$ cat src/rtl/iob_wb_pkg.sv
// Shared constants for the IOb-to-Wishbone bridge:
// FSM state codes, termination causes, byte-lane helper.
package iob_wb_pkg;

  localparam logic [1:0] ST_IDLE = 2'd0;
  localparam logic [1:0] ST_BUS  = 2'd1;
  localparam logic [1:0] ST_RESP = 2'd2;

  localparam logic [1:0] TERM_ACK  = 2'd0;
  localparam logic [1:0] TERM_ERR  = 2'd1;
  localparam logic [1:0] TERM_TMO  = 2'd2;
  localparam logic [1:0] TERM_NONE = 2'd3;

  // WB_SEL_W: one select bit per data byte
  function automatic int wb_sel_w(input int data_w);
    return data_w / 8;
  endfunction

endpackage

$ cat src/rtl/iob_iob2wishbone_if.sv
// Bus bundle of the bridge: IOb request/response + Wishbone master.
// slave = bridge view, master = core/peripheral side view.
interface iob_iob2wishbone_if
  import iob_wb_pkg::*;
#(
  parameter int ADDR_W = 32,
  parameter int DATA_W = 32
);

  localparam int SEL_W = wb_sel_w(DATA_W);

  logic              valid_i;
  logic [ADDR_W-1:0] address_i;
  logic [DATA_W-1:0] wdata_i;
  logic [SEL_W-1:0]  wstrb_i;
  logic [DATA_W-1:0] rdata_o;
  logic              ready_o;
  logic              err_o;

  logic [ADDR_W-1:0] wb_addr_o;
  logic [SEL_W-1:0]  wb_select_o;
  logic              wb_we_o;
  logic              wb_cyc_o;
  logic              wb_stb_o;
  logic [DATA_W-1:0] wb_data_o;
  logic [DATA_W-1:0] wb_data_i;
  logic              wb_ack_i;
  logic              wb_error_i;

  modport slave (
    input  valid_i, address_i, wdata_i, wstrb_i,
    input  wb_data_i, wb_ack_i, wb_error_i,
    output rdata_o, ready_o, err_o,
    output wb_addr_o, wb_select_o, wb_we_o,
    output wb_cyc_o, wb_stb_o, wb_data_o
  );

  modport master (
    output valid_i, address_i, wdata_i, wstrb_i,
    output wb_data_i, wb_ack_i, wb_error_i,
    input  rdata_o, ready_o, err_o,
    input  wb_addr_o, wb_select_o, wb_we_o,
    input  wb_cyc_o, wb_stb_o, wb_data_o
  );

endinterface

$ cat src/rtl/iob_wb_timer.sv
// Bus-cycle watchdog: counts enabled cycles, tc_o in the TIMEOUT-th.
// Ports: clk_i, arst_i, clr_i (sync clear), en_i, tc_o. TIMEOUT=0 disables.
module iob_wb_timer #(
  parameter int TIMEOUT = 255
) (
  input  logic clk_i,
  input  logic arst_i,
  input  logic clr_i,
  input  logic en_i,
  output logic tc_o
);

  if (TIMEOUT == 0) begin : g_off
    logic unused_ok;
    assign unused_ok = ^{clk_i, arst_i, clr_i, en_i};
    assign tc_o = 1'b0;
  end else begin : g_on
    localparam int CW = $clog2(TIMEOUT + 1);
    localparam logic [CW-1:0] LAST = CW'(TIMEOUT - 1);

    logic [CW-1:0] cnt_q;
    logic [CW-1:0] cnt_d;

    always_comb begin
      cnt_d = cnt_q;
      if (clr_i) begin
        cnt_d = '0;
      end else if (en_i) begin
        cnt_d = cnt_q + 1'b1;
      end
    end

    always_ff @(posedge clk_i or posedge arst_i) begin
      if (arst_i) begin
        cnt_q <= '0;
      end else begin
        cnt_q <= cnt_d;
      end
    end

    // cnt_q counts completed cycles, so LAST marks the final one
    assign tc_o = en_i & (cnt_q == LAST);
  end

endmodule

$ cat src/rtl/iob_iob2wishbone.sv
// IOb slave -> Wishbone classic master, one transaction at a time.
// Ports: clk_i, arst_i (async, active-high), bus (slave modport).
module iob_iob2wishbone
  import iob_wb_pkg::*;
#(
  parameter int ADDR_W  = 32,
  parameter int DATA_W  = 32,
  parameter int TIMEOUT = 255
) (
  input  logic               clk_i,
  input  logic               arst_i,
  iob_iob2wishbone_if.slave  bus
);

  localparam int SEL_W = wb_sel_w(DATA_W);
  localparam logic [ADDR_W-1:0] LANE_M =
    ADDR_W'(SEL_W - 1);

  logic [1:0]        state_q, state_d;
  logic [ADDR_W-1:0] addr_q, addr_d;
  logic [DATA_W-1:0] wdat_q, wdat_d;
  logic [SEL_W-1:0]  sel_q, sel_d;
  logic              we_q, we_d;
  logic              cyc_q, cyc_d;
  logic              ready_q, ready_d;
  logic              err_q, err_d;
  logic [DATA_W-1:0] rdata_q, rdata_d;
  logic [1:0]        term;
  logic              in_bus;
  logic              tmo;

  assign in_bus = (state_q == ST_BUS);

  iob_wb_timer #(
    .TIMEOUT (TIMEOUT)
  ) u_timer (
    .clk_i  (clk_i),
    .arst_i (arst_i),
    .clr_i  (~in_bus),
    .en_i   (in_bus),
    .tc_o   (tmo)
  );

  // error beats ack beats timeout
  always_comb begin
    term = TERM_NONE;
    if (bus.wb_error_i) begin
      term = TERM_ERR;
    end else if (bus.wb_ack_i) begin
      term = TERM_ACK;
    end else if (tmo) begin
      term = TERM_TMO;
    end
  end

  always_comb begin
    state_d = state_q;
    addr_d  = addr_q;
    wdat_d  = wdat_q;
    sel_d   = sel_q;
    we_d    = we_q;
    cyc_d   = cyc_q;
    ready_d = 1'b0;
    err_d   = 1'b0;
    rdata_d = '0;
    unique case (1'b1)
      (state_q == ST_IDLE): begin
        if (bus.valid_i) begin
          addr_d  = bus.address_i & ~LANE_M;
          wdat_d  = bus.wdata_i;
          we_d    = |bus.wstrb_i;
          sel_d   = (|bus.wstrb_i) ? bus.wstrb_i : '1;
          cyc_d   = 1'b1;
          state_d = ST_BUS;
        end
      end
      (state_q == ST_BUS): begin
        if (term != TERM_NONE) begin
          cyc_d   = 1'b0;
          ready_d = 1'b1;
          err_d   = (term != TERM_ACK);
          if (!we_q) begin
            rdata_d = (term == TERM_ACK) ?
                      bus.wb_data_i : '1;
          end
          state_d = ST_RESP;
        end
      end
      (state_q == ST_RESP): begin
        state_d = ST_IDLE;
      end
      default: begin
        cyc_d   = 1'b0;
        state_d = ST_IDLE;
      end
    endcase
  end

  always_ff @(posedge clk_i or posedge arst_i) begin
    if (arst_i) begin
      state_q <= ST_IDLE;
      addr_q  <= '0;
      wdat_q  <= '0;
      sel_q   <= '0;
      we_q    <= 1'b0;
      cyc_q   <= 1'b0;
      ready_q <= 1'b0;
      err_q   <= 1'b0;
      rdata_q <= '0;
    end else begin
      state_q <= state_d;
      addr_q  <= addr_d;
      wdat_q  <= wdat_d;
      sel_q   <= sel_d;
      we_q    <= we_d;
      cyc_q   <= cyc_d;
      ready_q <= ready_d;
      err_q   <= err_d;
      rdata_q <= rdata_d;
    end
  end

  assign bus.wb_addr_o   = addr_q;
  assign bus.wb_data_o   = wdat_q;
  assign bus.wb_select_o = sel_q;
  assign bus.wb_we_o     = we_q;
  assign bus.wb_cyc_o    = cyc_q;
  assign bus.wb_stb_o    = cyc_q;
  assign bus.ready_o     = ready_q;
  assign bus.err_o       = err_q;
  assign bus.rdata_o     = rdata_q;

endmodule

$ cat src/flat_wrapper.sv
// flat-port wrapper written by rule: the top's interface ports become plain ports
module iob_iob2wishbone_flat import iob_wb_pkg::*;
#(
  parameter int ADDR_W  = 32,
  parameter int DATA_W  = 32,
  parameter int TIMEOUT = 255
)
  (clk_i, arst_i, bus_valid_i, bus_address_i, bus_wdata_i, bus_wstrb_i, bus_wb_data_i, bus_wb_ack_i, bus_wb_error_i, bus_rdata_o, bus_ready_o, bus_err_o, bus_wb_addr_o, bus_wb_select_o, bus_wb_we_o, bus_wb_cyc_o, bus_wb_stb_o, bus_wb_data_o);
  iob_iob2wishbone_if #(.ADDR_W(ADDR_W), .DATA_W(DATA_W)) bus_i ();
  input  logic clk_i;
  input  logic arst_i;
  input wire logic [$bits(bus_i.valid_i)-1:0] bus_valid_i;
  input wire logic [$bits(bus_i.address_i)-1:0] bus_address_i;
  input wire logic [$bits(bus_i.wdata_i)-1:0] bus_wdata_i;
  input wire logic [$bits(bus_i.wstrb_i)-1:0] bus_wstrb_i;
  input wire logic [$bits(bus_i.wb_data_i)-1:0] bus_wb_data_i;
  input wire logic [$bits(bus_i.wb_ack_i)-1:0] bus_wb_ack_i;
  input wire logic [$bits(bus_i.wb_error_i)-1:0] bus_wb_error_i;
  output wire logic [$bits(bus_i.rdata_o)-1:0] bus_rdata_o;
  output wire logic [$bits(bus_i.ready_o)-1:0] bus_ready_o;
  output wire logic [$bits(bus_i.err_o)-1:0] bus_err_o;
  output wire logic [$bits(bus_i.wb_addr_o)-1:0] bus_wb_addr_o;
  output wire logic [$bits(bus_i.wb_select_o)-1:0] bus_wb_select_o;
  output wire logic [$bits(bus_i.wb_we_o)-1:0] bus_wb_we_o;
  output wire logic [$bits(bus_i.wb_cyc_o)-1:0] bus_wb_cyc_o;
  output wire logic [$bits(bus_i.wb_stb_o)-1:0] bus_wb_stb_o;
  output wire logic [$bits(bus_i.wb_data_o)-1:0] bus_wb_data_o;
  assign bus_i.valid_i = bus_valid_i;
  assign bus_i.address_i = bus_address_i;
  assign bus_i.wdata_i = bus_wdata_i;
  assign bus_i.wstrb_i = bus_wstrb_i;
  assign bus_i.wb_data_i = bus_wb_data_i;
  assign bus_i.wb_ack_i = bus_wb_ack_i;
  assign bus_i.wb_error_i = bus_wb_error_i;
  assign bus_rdata_o = bus_i.rdata_o;
  assign bus_ready_o = bus_i.ready_o;
  assign bus_err_o = bus_i.err_o;
  assign bus_wb_addr_o = bus_i.wb_addr_o;
  assign bus_wb_select_o = bus_i.wb_select_o;
  assign bus_wb_we_o = bus_i.wb_we_o;
  assign bus_wb_cyc_o = bus_i.wb_cyc_o;
  assign bus_wb_stb_o = bus_i.wb_stb_o;
  assign bus_wb_data_o = bus_i.wb_data_o;
  iob_iob2wishbone #(.ADDR_W(ADDR_W), .DATA_W(DATA_W), .TIMEOUT(TIMEOUT)) u_core (.clk_i(clk_i), .arst_i(arst_i), .bus(bus_i));
endmodule
$ cat config.mk
export PLATFORM = sky130hd
export DESIGN_NAME = iob_iob2wishbone_flat
export DESIGN_NICKNAME = d
export VERILOG_FILES = /design/src/rtl/iob_wb_pkg.sv /design/src/rtl/iob_iob2wishbone_if.sv /design/src/rtl/iob_wb_timer.sv /design/src/rtl/iob_iob2wishbone.sv /design/src/flat_wrapper.sv
export SDC_FILE = /design/constraint.sdc
export NUM_CORES = 1
export LEC_CHECK = 0
export ABC_AREA = 1
export CORE_UTILIZATION = 42
export CTS_CLUSTER_SIZE = 28
export DETAILED_ROUTE_END_ITERATION = 12
export PLACE_DENSITY = 0.8
export REMOVE_ABC_BUFFERS = 1
export SYNTH_ARGS = -nofsm -noshare
export SYNTH_HDL_FRONTEND = slang
export SYNTH_SLANG_ARGS = --single-unit
export TNS_END_PERCENT = 50
$ cat constraint.sdc
create_clock -name clk_i -period 4.2 [get_ports clk_i]
set_input_delay 0.63 -clock clk_i [delete_from_list [all_inputs] [get_ports clk_i]]
set_output_delay 0.63 -clock clk_i [all_outputs]
set_load 0.01 [all_outputs]
* Yosys cells after proc, flatten, opt, wreduce, memory -nomap -nowiden
Cells that the tools add are included.
** Storage, ports and cells
- Flip-flop bits (word level) :: 112
- Word-level logic and storage cells :: 45
** Operators by class
- Reductions and logical operators :: 7
- Muxes and demuxes :: 19
- Bitwise gates (word level) :: 2
- Eq/ne operators :: 6
- Add/subtract/negate cells :: 1
** Operator list (number)
- 32-bit two-way mux :: 4
- 8-bit by 1-bit adder with 8-bit output (second input constant) :: 1
- 8-bit equality test (second input constant) :: 1
- 2-bit two-way mux :: 4
- 8-bit two-way mux :: 1
- 1-bit two-way mux :: 7
- 2-bit logical NOT :: 2
- 4-bit two-way mux :: 1
- 2-bit inequality test (second input constant) :: 2
- 2-bit one-hot mux with 2 select lines :: 1
- 2-bit AND reduction :: 2
- 4-bit OR reduction :: 1
- 1-bit one-hot mux with 3 select lines :: 1
- 3-bit AND reduction :: 1
- 2-bit by 1-bit equality test with 1-bit output (second input constant) :: 1
- 2-bit equality test (second input constant) :: 1
- 2-bit by 1-bit inequality test with 1-bit output (second input constant) :: 1
- 2-bit nonzero test :: 1
- 1-bit AND :: 1
- 1-bit NOT :: 1

* Logic depth before layout (Yosys ltp)
Gate-level depths: netlist of run 1.
- Depth in word-level cells :: 10
- Mapped depth :: 9
- Depth with buffers taken out :: 8

* Hierarchy
A second synthesis of run 1 with hierarchy kept.
** Second synthesis, totals
- Cell total of the unflattened synthesis :: 484
- Area, all modules :: 4365.4 um^2
** Modules (own cells, without submodules)
- iob_iob2wishbone :: area each 3890.0 um^2, times used 1, cells each 424
- iob_wb_timer :: area each 475.5 um^2, times used 1, cells each 60

* Worst setup path after synthesis of run 1
OpenSTA, ideal clock, no wires.
- Path type :: input to register
- From :: input port bus_wb_error_i
- To :: register u_core.rdata_q[10] (netlist: u_core.bus.rdata_o[10])
- Library setup time :: 139 ps
- Data arrival time :: 1269 ps
- Required time :: 4061 ps
- Path buffers :: 1
- Setup slack :: 2792 ps
- Cell stages on the path :: 5
- Cell sequence :: nor2_1 -> nand2_4 -> buf_12 -> nand2_2 -> nor2_2
** Between the ends
- Word-level cells in the longest chain between the ends :: 6
- Elaborated cells on any way between the ends :: 7
** RTL lines
- from (decl) :: line flat_wrapper.sv:18 : input wire logic [$bits(bus_i.wb_error_i)-1:0] bus_wb_error_i;
- 2-bit two-way mux (*) :: line iob_iob2wishbone.sv:47 : if (bus.wb_error_i) begin
- 2-bit logical NOT :: line iob_iob2wishbone.sv:83 : rdata_d = (term == TERM_ACK) ?
- 32-bit two-way mux :: line iob_iob2wishbone.sv:83
- 32-bit two-way mux :: line iob_iob2wishbone.sv:82 : if (!we_q) begin
- 32-bit two-way mux (*) :: line iob_iob2wishbone.sv:78 : if (term != TERM_NONE) begin
- 32-bit two-way mux (*) :: line iob_iob2wishbone.sv:66 : unique case (1'b1)
- via u_core.rdata_d[10] :: line iob_iob2wishbone.sv:27 : logic [DATA_W-1:0] rdata_q, rdata_d;
- to (signal assigned) :: line iob_iob2wishbone.sv:119 : rdata_q <= rdata_d;
- to (decl) :: line iob_iob2wishbone.sv:27
Mark *: on every way through the listed nets, which the timed path passes. The rest lies on a longest branch.
A chain may end at the register's enable or synchronous reset.

* Worst setup path after layout of run 1
- From :: register u_core.state_q[1]
- To :: register u_core.rdata_q[27] (netlist: u_core.bus.rdata_o[27])
** Between the ends
- Word-level cells in the longest chain between the ends :: 10
- Elaborated cells on any way between the ends :: 11
** RTL lines
- from (decl) :: line iob_iob2wishbone.sv:19 : logic [1:0] state_q, state_d;
- from (signal assigned) :: line iob_iob2wishbone.sv:111 : state_q <= state_d;
- 2-bit by 1-bit equality test with 1-bit output (*) :: line iob_iob2wishbone.sv:32, iob_iob2wishbone.sv:77
- 1-bit AND :: line iob_wb_timer.sv:42 : assign tc_o = en_i & (cnt_q == LAST);
- 1-bit two-way mux :: line iob_iob2wishbone.sv:51 : end else if (tmo) begin
- 2-bit two-way mux :: line iob_iob2wishbone.sv:49 : end else if (bus.wb_ack_i) begin
- 2-bit two-way mux :: line iob_iob2wishbone.sv:47
- 2-bit logical NOT :: line iob_iob2wishbone.sv:83
- 32-bit two-way mux :: line iob_iob2wishbone.sv:83
- 32-bit two-way mux :: line iob_iob2wishbone.sv:82
- 32-bit two-way mux :: line iob_iob2wishbone.sv:78
- 32-bit two-way mux (*) :: line iob_iob2wishbone.sv:66
- via u_core.rdata_d[27] :: line iob_iob2wishbone.sv:27
Marked as above.

==> results of run 1 <==
-- cells by family (layout without fill, tap and decap cells) --
family	count (synthesis)	after routing	synth area share, %
AND/OR/NAND/NOR	295	295	27.5
flip-flops	112	112	58.8
buffers and inverters	76	270	8.04
AO/OA/AOI/OAI	46	46	5.02
adder cells (fa/ha/maj)	2	2	0.525
other	1	2	0.0787
-- cells in the final DEF (no fill, tap or decap), drive strengths merged --
| cell type | Yosys | layout |
|---|---|---|
| conb | 1 | 2 |
| nor3 | 2 | 2 |
| o21ai | 34 | 34 |
| nand4 | 2 | 2 |
| clkinv | 0 | 1 |
| nor3b | 1 | 1 |
| nor2 | 52 | 52 |
| inv | 46 | 47 |
| a21oi | 6 | 6 |
| o21a | 1 | 1 |
| clkdlybuf4s50 | 0 | 205 |
| nand2 | 235 | 235 |
| buf | 18 | 3 |
| nand3 | 3 | 3 |
| a31oi | 5 | 5 |
| ha | 2 | 2 |
| bufinv | 0 | 1 |
| clkbuf | 12 | 13 |
| dfrtp | 112 | 112 |
-- power by group through the flow --
stage	Combinational (mW)	Clock (mW)	Sequential, mW
after floorplan	0.521	0	1.66
after global placement	1.45	0	1.51
after detailed placement	1.49	0	1.53
after CTS	1.50	0.912	1.51
after global routing	1.63	0.951	1.54
final	1.48	0.892	1.51
-- metal layers --
layer	vias to the layer above	global-route usage, %	wire, um
met5	-	0	0
met4	0	7.82	206
met3	15	6.45	1160
met2	163	35.5	5710
met1	1839	23.5	4780
li1	1979	-	-
-- state kept, by name (all words and copies together) (netlist names) --
| name | cells |
|---|---|
| u_core.bus.wb_cyc_o | 1 |
| u_core.bus.ready_o | 1 |
| u_core.bus.err_o | 1 |
| u_core.bus.wb_data_o | 32 |
| u_core.bus.wb_addr_o | 30 |
| u_core.u_timer.g_on.cnt_q | 8 |
| u_core.bus.wb_select_o | 4 |
| u_core.bus.rdata_o | 32 |
| u_core.state_q | 2 |
| u_core.bus.wb_we_o | 1 |
-- cell type report --
cell class              instances  area (um^2)
clock buffers                  13          270
clock inverters                 3         47.5
fillers                       900         3800
inverters                      46          175
multi-input cells             345         1590
flip-flops and latches        112         2800
well taps                     140          175
repair buffers                208         2070
-- worst min-delay path, stage by stage, from the launching register on --
cell and delay, ns:
dfrtp_1 0.34, nand2_1 0.05, nand2_1 0.05
-- final timing paths --
path | endpoint | slack (ns) | depth (start not counted)
setup / recovery | u_core.bus.rdata_o[27] | 1.97 | 7
hold / removal | u_core.bus.wb_data_o[26] | 0.47 | 2
setup reg to reg | u_core.bus.rdata_o[27] | 1.97 | 7
hold reg to reg | u_core.bus.wb_data_o[26] | 0.47 | 2
max in group asynchronous | u_core.bus.rdata_o[18] | 2.45 | 3
min in group asynchronous | u_core.bus.wb_addr_o[2] | 0.91 | 2
-- Yosys cell counts --
| library cell | n |
|---|---|
| nand2_4 | 1 |
| buf_6 | 1 |
| nor2_2 | 30 |
| buf_12 | 3 |
| nor2_4 | 2 |
| ha_1 | 2 |
| buf_2 | 2 |
| inv_1 | 44 |
| nand3_2 | 1 |
| nor3_1 | 2 |
| o21a_1 | 1 |
| buf_4 | 10 |
| clkbuf_1 | 11 |
| o21ai_0 | 34 |
| buf_1 | 2 |
| dfrtp_1 | 112 |
| conb_1 | 1 |
| nand2_2 | 32 |
| a21oi_1 | 6 |
| nor2_1 | 20 |
| nand2_1 | 202 |
| nand3_1 | 2 |
| nor3b_2 | 1 |
| inv_2 | 2 |
| clkbuf_2 | 1 |
| a31oi_1 | 5 |
| nand4_1 | 2 |
==> impl_metrics.ini, run 1 <==
[routing]
route.detailed.wl_per_inst_um = 13.7
initialDrtViolationCount = 222
detail_route.wirelength_mm = 11.9
drc_errors = 0
vias_per_cell = 4.61
antenna_violating_nets_remaining = 0
via_count = 3996
drtPass1Iterations = 4

[sta]
post-route-min-period_ns = 2.23
drv_slew = 0
layout_worst_path_cycle_share_pct = 53.2
finalSetupTns_ns = 0
holdWs_ns = 0.471
timing.final.setup_violations = 0
tightest_slew_ns = 1.06
postLayoutSetupSlackWorst_ns = 1.97
slew_headroom_pct = 28.8
rsz0062_at_grt = false
fmaxAchievable_mhz = 448
hold_viol = 0
clock-skew-final_ns = 0.00852

[clocking]
ctsRootBufferMaster = clkbuf_16
clkTransAtPathRegs_ns = 0.07
cts_buffers = 9
cts_resized = 0
cts_sinks = 112
worst_skew_pair.late_latency_ns = 0.34
max-clock-path-buffers = 2
hold_buffers = 0
tritoncts = built
h-tree-depth = 3
post_cts_repair_setup_buffers = 0

[yosys]
post-synth-top-area-fraction_pct = 58.8
synth_cell_types = 27
number_of_synthesized_register_bits = 112
synth_largest_area_cell = dfrtp_1
ys.warnings.count = 0
synth_area_leaders = dfrtp_1 (59%), nand2_1 (16%), nand2_2 (4.2%)
synthesis.area_mm2 = 0.00476
synth.yosys.seq_area_share_pct = 58.8
synthesis.instances = 532
avgSynthCellArea_um2 = 8.95

[pwr]
switching_power_mw = 1.25
switching_share_pct = 32.2
cellPowerDensity_mw_per_mm2 = 543
power.internal_mw = 2.63
part_of_the_power_in_the_clock_network_pct = 23.0
p_seq_share_pct = 38.9
combinational_group_share_of_total_power_pct = 38.1
report.power.total_mw = 3.88
power.static_leakage_nw = 3.45
max-vdd-ir-drop_mv = 0.310

[worst_setup_path]
timing.critical_path.buf_inv = 2
worst_path_largest_cell_delay_ns = 0.77
worst_setup_path_start_kind = flip-flop
timing.rr.start = u_core.state_q[1]
timing.critical_path.from = u_core.state_q[1]
timing.critical_path.mode_cell = nand2_2
critical-path-top-delay-family = simple AND/OR/NAND/NOR gates
critical_path.cell_chain = inv_1, nand2_2, inv_2, nand3_2, nand2_4, nand2_2, nor2_2
timing.critical_path.required_ns = 4.40
worstPathArrival_ns = 2.43
slowest_cell_on_crit_path = nand2_2
setup.worst_path.end_class = flip-flop
highest_net_fanout_along_the_worst_path = 40
setup.worst_path.class = reg2reg

[placed_design]
dpl-instance-area_mm2 = 0.00682
io_buffers = 205
dp_slack_ns = 1.78
routabilityCongestion = 0.786
dp.cells = 851
place.detailed.hpwl_mm = 8.57

[floorplan]
die_w_um = 108
core.rowCount = 38
ios = 210
fp.dieArea_mm2 = 0.0118
chipHeight_um = 108
floorplan.initialDensity_pct = 43.6
core_mm2 = 0.0109

[grt]
first_global_vias = 3911
global_route.overflow_total = 0
antenna_found_initial = 0
groute.usage.overall_pct = 20.5
global_route_wire_length_before_repair_mm = 18.5
pin_count_of_the_biggest_net_entering_global_routing = 87

[min_path]
min_from = u_core.bus.wb_data_o[26]
min_delay_worst_type = reg2reg

[layout]
utilization_pct = 65.3
instances_no_fill = 867
final_net_count = 829
stdcell_area_mm2 = 0.00714
areaGrowthSynthToFinish_pct = 49.8
antenna_cell_count = 0
layout-drive-gt1-share_pct = 12.2

[run]
max_cap_viol_count = 0

[status]
outcome = finished clean
No activity file was read; power rests on OpenSTA's default activity.
==> run 2, diff against run 1 <==
- CORE_UTILIZATION: 42 -> 38
- PLACE_DENSITY: 0.8 -> 0.77
- clock period: 4.2 -> 1.9 ns (I/O delays scaled with it)
==> impl_metrics.ini, run 2 (synthesis gave the netlist of run 1 again) <==
[status]
outcome = finished clean

[worst_setup_path]
worst_path_largest_cell_delay_ns = 0.58
timing.rr.start = u_core.u_timer.g_on.cnt_q[0]
cp.depth = 1
worst-r2r-setup-slack_ns = 0.41
worstPathArrival_ns = 1.30
timing.rr.end = u_core.bus.rdata_o[23]
critical_path.cell_chain = clkdlybuf4s50_1
slowest_cell_on_crit_path = clkdlybuf4s50_1
timing.critical_path.required_ns = 1.62
worst-r2r-cell-count = 9
highest_net_fanout_along_the_worst_path = 2
setup.worst_path.class = reg2out
worst_setup_path_start_kind = flip-flop
setup.worst_path.end_class = output pin
timing.critical_path.buf_inv = 1
critical-path-top-delay-family = buffers and inverters

[pwr]
max-vdd-ir-drop_mv = 0.441
power.static_leakage_nw = 3.50
cellPowerDensity_mw_per_mm2 = 1150

[layout]
final_net_count = 840
mostFrequentLayoutCells = clkdlybuf4s50_1 (205), nand2_1 (201), dfrtp_1 (112), inv_1 (43), o21ai_0 (34)
areaGrowthSynthToFinish_pct = 52.5
antenna_cell_count = 0
stdcell_area_mm2 = 0.00727
instances_no_fill = 904
num-fill-cells = 1063
layout-drive-gt1-share_pct = 13.0
commonest_non_fill_non_tap_cell_in_the_layout = clkdlybuf4s50_1

[floorplan]
core_mm2 = 0.0121
chipHeight_um = 114
ios = 210
fp.dieArea_mm2 = 0.0130
floorplan.initialDensity_pct = 39.3
core.rowCount = 40
die_w_um = 114

[routing]
initialDrtViolationCount = 189
route.detailed.wl_per_inst_um = 12.9
vias_per_cell = 4.45
via_count = 4027
antenna_violating_nets_remaining = 0
drc_errors = 0
detail_route.wirelength_mm = 11.6
drtPass1Iterations = 4

[grt]
pin_count_of_the_biggest_net_entering_global_routing = 64
grtUsageMet2_pct = 31.6
global_route.overflow_total = 0
groute.usage.overall_pct = 18.7
antenna_found_initial = 0
global_route_wire_length_before_repair_mm = 18.9
met1_track_demand_over_resource_pct = 21.7
grt_met3_use_pct = 6.70
global_route.peak_usage_layer = met2
first_global_vias = 3961

[sta]
drv_slew = 0
hold_viol = 0
rsz0062_at_grt = false
slew_headroom_pct = 62.4
layout_worst_path_cycle_share_pct = 83.4
tightest_slew_ns = 0.564
post-route-min-period_ns = 1.58
clock-skew-final_ns = 0.00398
fmaxAchievable_mhz = 631
timing.final.setup_violations = 0

[run]
max_cap_viol_count = 0

[placed_design]
dpl-instance-area_mm2 = 0.00701
routabilityCongestion = 0.793
dp.cells = 890
io_buffers = 205
place.detailed.hpwl_mm = 8.60

[clocking]
cts_resized = 0
max-clock-path-buffers = 2
cts_sinks = 112
h-tree-depth = 3
hold_buffers = 0
post_cts_repair_setup_buffers = 0
worst_skew_pair.late_latency_ns = 0.34
cts_buffers = 9
clkTransAtPathRegs_ns = 0.07
ctsRootBufferMaster = clkbuf_16
tritoncts = built

[min_path]
min_delay_worst_type = in2async
==> run 2: cell types whose count changed in the layout (fill, tap and decap cells not counted) <==
cell	previous run	this run
buf_12	0	6
buf_4	3	8
clkbuf_1	1	3
clkbuf_8	3	1
bufinv_16	1	0
clkinv_2	0	1
clkinv_4	1	0
inv_6	1	0
==> run 2: area by class of cell <==
| class | instances | area (um^2) | area share [%] |
|---|---|---|---|
| Clock buffer | 13 | 250 | 3.44 |
| Clock inverter | 1 | 5.00 | 0.0689 |
| Inverter | 46 | 175 | 2.41 |
| Multi-Input combinational cell | 345 | 1590 | 21.9 |
| Sequential cell | 112 | 2800 | 38.6 |
| Tap cell | 168 | 210 | 2.89 |
| Timing Repair Buffer | 219 | 2230 | 30.7 |
==> run 2: power breakdown <==
group	switching, mW	internal [mW]	total, mW
combinational	1.58	1.73	3.31
sequential	0.323	3.01	3.34
clock	0.785	0.911	1.70
total	2.69	5.65	8.34
==> run 2: how the worst max path moves through the flow <==
stage	slack (ns)	endpoint	startpoint
floorplan	-1.96	u_core.bus.wb_addr_o[10]	u_core.state_q[0]
global placement	0.20	u_core.bus.wb_select_o[0]	bus_valid_i
detailed placement	0.15	u_core.bus.wb_select_o[3]	bus_valid_i
CTS	0.29	bus_wb_select_o[0]	u_core.bus.wb_select_o[0]
global route	0.28	bus_wb_select_o[1]	u_core.bus.wb_select_o[1]
finish	0.32	bus_wb_select_o[0]	u_core.bus.wb_select_o[0]
==> run 2: stage by stage <==
stage | utilization [%] | TNS [ns] | power [mW] | hold WS [ns] | setup slack [ns]
global placement | 57.9 | 0 | 6.63 | 0.453 | 0.203
CTS | 60.0 | 0 | 8.47 | 0.253 | 0.294
finish | 60.0 | 0 | 8.34 | 0.253 | 0.315
detailed placement | 57.9 | 0 | 6.73 | 0.457 | 0.145
global route | 60.0 | 0 | 8.89 | 0.270 | 0.276
floorplan | - | -294.34 | 4.82 | 0.402 | -1.96
==> run 2: layer usage <==
layer  share of wire (%)  wire length (um)  vias up
met5                   0                 0        -
met4                 1.6               187        0
met3                 9.5              1100       12
met2                  48              5600      147
met1                  41              4750     1871
li1                    -                 -     1997
==> run 3, diff against run 2 <==
- clock period: 1.9 -> 1.3 ns (I/O delays scaled with it)
==> impl_metrics.ini, run 3 (synthesis gave the netlist of run 1 again) <==
[status]
outcome = finished with violations
failed_checks = negative setup slack

[pwr]
cellPowerDensity_mw_per_mm2 = 1610
p_seq_share_pct = 40.5
power.internal_mw = 7.93
switching_share_pct = 34.0
part_of_the_power_in_the_clock_network_pct = 21.4
combinational_group_share_of_total_power_pct = 38.1
power.static_leakage_nw = 3.94
max-vdd-ir-drop_mv = 0.627
switching_power_mw = 4.08

[routing]
detail_route.wirelength_mm = 12.5
route.detailed.wl_per_inst_um = 13.6
via_count = 4127
initialDrtViolationCount = 208
drc_errors = 0
antenna_violating_nets_remaining = 0
drtPass1Iterations = 4
vias_per_cell = 4.49

[worst_setup_path]
highest_net_fanout_along_the_worst_path = 7
timing.critical_path.buf_inv = 3
setup.worst_path.class = reg2reg
critical_path.cell_chain = inv_1, ha_2, inv_2, nor2_4, nand3_2, nand2_4, clkbuf_16, nand2_2, nor2_2
worst_path_largest_cell_delay_ns = 0.38
critical-path-top-delay-family = simple AND/OR/NAND/NOR gates
worstPathArrival_ns = 1.63
worst_setup_path_start_kind = flip-flop
setup.worst_path.end_class = flip-flop
slowest_cell_on_crit_path = dfrtp_1
timing.critical_path.required_ns = 1.58

[placed_design]
io_buffers = 205
dpl-instance-area_mm2 = 0.00709
place.detailed.hpwl_mm = 8.56
routabilityCongestion = 0.812

[grt]
met1_track_demand_over_resource_pct = 22.2
first_global_vias = 4087
global_route_wire_length_before_repair_mm = 19.4
global_route.overflow_total = 0
pin_count_of_the_biggest_net_entering_global_routing = 60
grtUsageMet2_pct = 32.0
groute.usage.overall_pct = 19.0
antenna_found_initial = 0
grt_met3_use_pct = 6.70
global_route.peak_usage_layer = met2

[layout]
layout-drive-gt1-share_pct = 16.0
stdcell_area_mm2 = 0.00746
areaGrowthSynthToFinish_pct = 56.5
commonest_non_fill_non_tap_cell_in_the_layout = nand2_1
mostFrequentLayoutCells = nand2_1 (201), dfrtp_1 (111), dlygate4sd2_1 (103), clkdlybuf4s50_1 (102), inv_1 (42)
final_net_count = 855
antenna_cell_count = 0

[sta]
timing.final.setup_violations = 32
drv_slew = 0
post-route-min-period_ns = 1.35
rsz0062_at_grt = true
clock-skew-final_ns = 0.00447
layout_worst_path_cycle_share_pct = 104
postLayoutSetupSlackWorst_ns = -0.0463
fmaxAchievable_mhz = 743
hold_viol = 0
holdWs_ns = 0.310

[clocking]
clkTransAtPathRegs_ns = 0.07
tritoncts = built
max-clock-path-buffers = 2
worst_skew_pair.late_latency_ns = 0.35
cts_sinks = 112
ctsRootBufferMaster = clkbuf_16
cts_buffers = 9
h-tree-depth = 3
hold_buffers = 0

[run]
max_cap_viol_count = 0

[floorplan]
chipHeight_um = 114
core_mm2 = 0.0121
ios = 210
core.rowCount = 40
die_w_um = 114
fp.dieArea_mm2 = 0.0130
floorplan.initialDensity_pct = 39.3

[min_path]
min_delay_worst_type = in2async
[run 3: cell count changes in the layout (fill, tap and decap cells not counted), sizes merged]
cell | previous run | this run
buf | 14 | 26
clkbuf | 13 | 16
clkdlybuf4s50 | 205 | 102
clkinv | 1 | 0
clkinvlp | 0 | 2
dlygate4sd2 | 0 | 103
[run 3: power groups by stage]
stage	Sequential, mW	Clock (mW)	Combinational, mW
floorplan	5.36	0	1.68
global placement	4.91	0	4.89
detailed placement	4.96	0	4.99
CTS	4.86	2.66	4.36
global route	4.97	2.80	5.06
finish	4.86	2.57	4.58
[run 3: worst paths after layout]
kind / slack [ns] / end / start / depth (start not counted)
worst max-delay path: -0.05 / u_core.bus.rdata_o[29] / u_core.u_timer.g_on.cnt_q[0] / 9
min in group clk_i: 0.38 / u_core.bus.wb_data_o[15] / bus_wdata_i[15] / 3
worst min-delay path: 0.31 / u_core.bus.wb_data_o[29] / arst_i / 3
worst min register to register: 0.47 / u_core.bus.wb_addr_o[26] / u_core.bus.wb_addr_o[26] / 2
worst max register to register: -0.05 / u_core.bus.rdata_o[29] / u_core.u_timer.g_on.cnt_q[0] / 9
max in group asynchronous: 0.69 / u_core.state_q[0] / arst_i / 3
[run 3: timing repair]
item,CTS,global route
gates cloned,0,6
setup buffers,0,3
gates resized for setup,104,24
pin swaps,2,15
setup endpoints to repair,132,101
[run 3: area by class of cell]
class                   instances  area [um^2]
fillers                      1038         4660
flip-flops and latches        112         2800
repair buffers                234         2340
multi-input cells             345         1650
clock buffers                  13          260
well taps                     168          210
inverters                      46          175
clock inverters                 2         15.0
[run 3: stage by stage]
stage,setup TNS (ns),power (mW),setup slack [ns],utilization [%],std cells
2_1_floorplan,-417.40,7.04,-2.56,-,503
3_3_place_gp,-11.78,9.80,-0.180,58.6,896
3_5_place_dp,-13.52,9.95,-0.198,58.6,896
4_1_cts,-0.0386,11.9,-0.0165,59.8,911
5_1_grt,-6.02,12.8,-0.146,61.6,920
6_report,-0.722,12.0,-0.0463,61.6,920
[run 3: worst register-to-register path, cell delays in order, from the launching register on]
cell and delay (ns):
dfrtp_1 0.38, inv_1 0.06, ha_2 0.16, inv_2 0.04
nor2_4 0.09, nand3_2 0.09, nand2_4 0.15, clkbuf_16 0.20
nand2_2 0.05, nor2_2 0.06
[run 3: per-layer routing]
layer	routed length (um)	vias to the layer above
met1	5170	1931
met5	0	-
met2	5950	153
li1	-	2028
met3	1180	15
met4	217	0
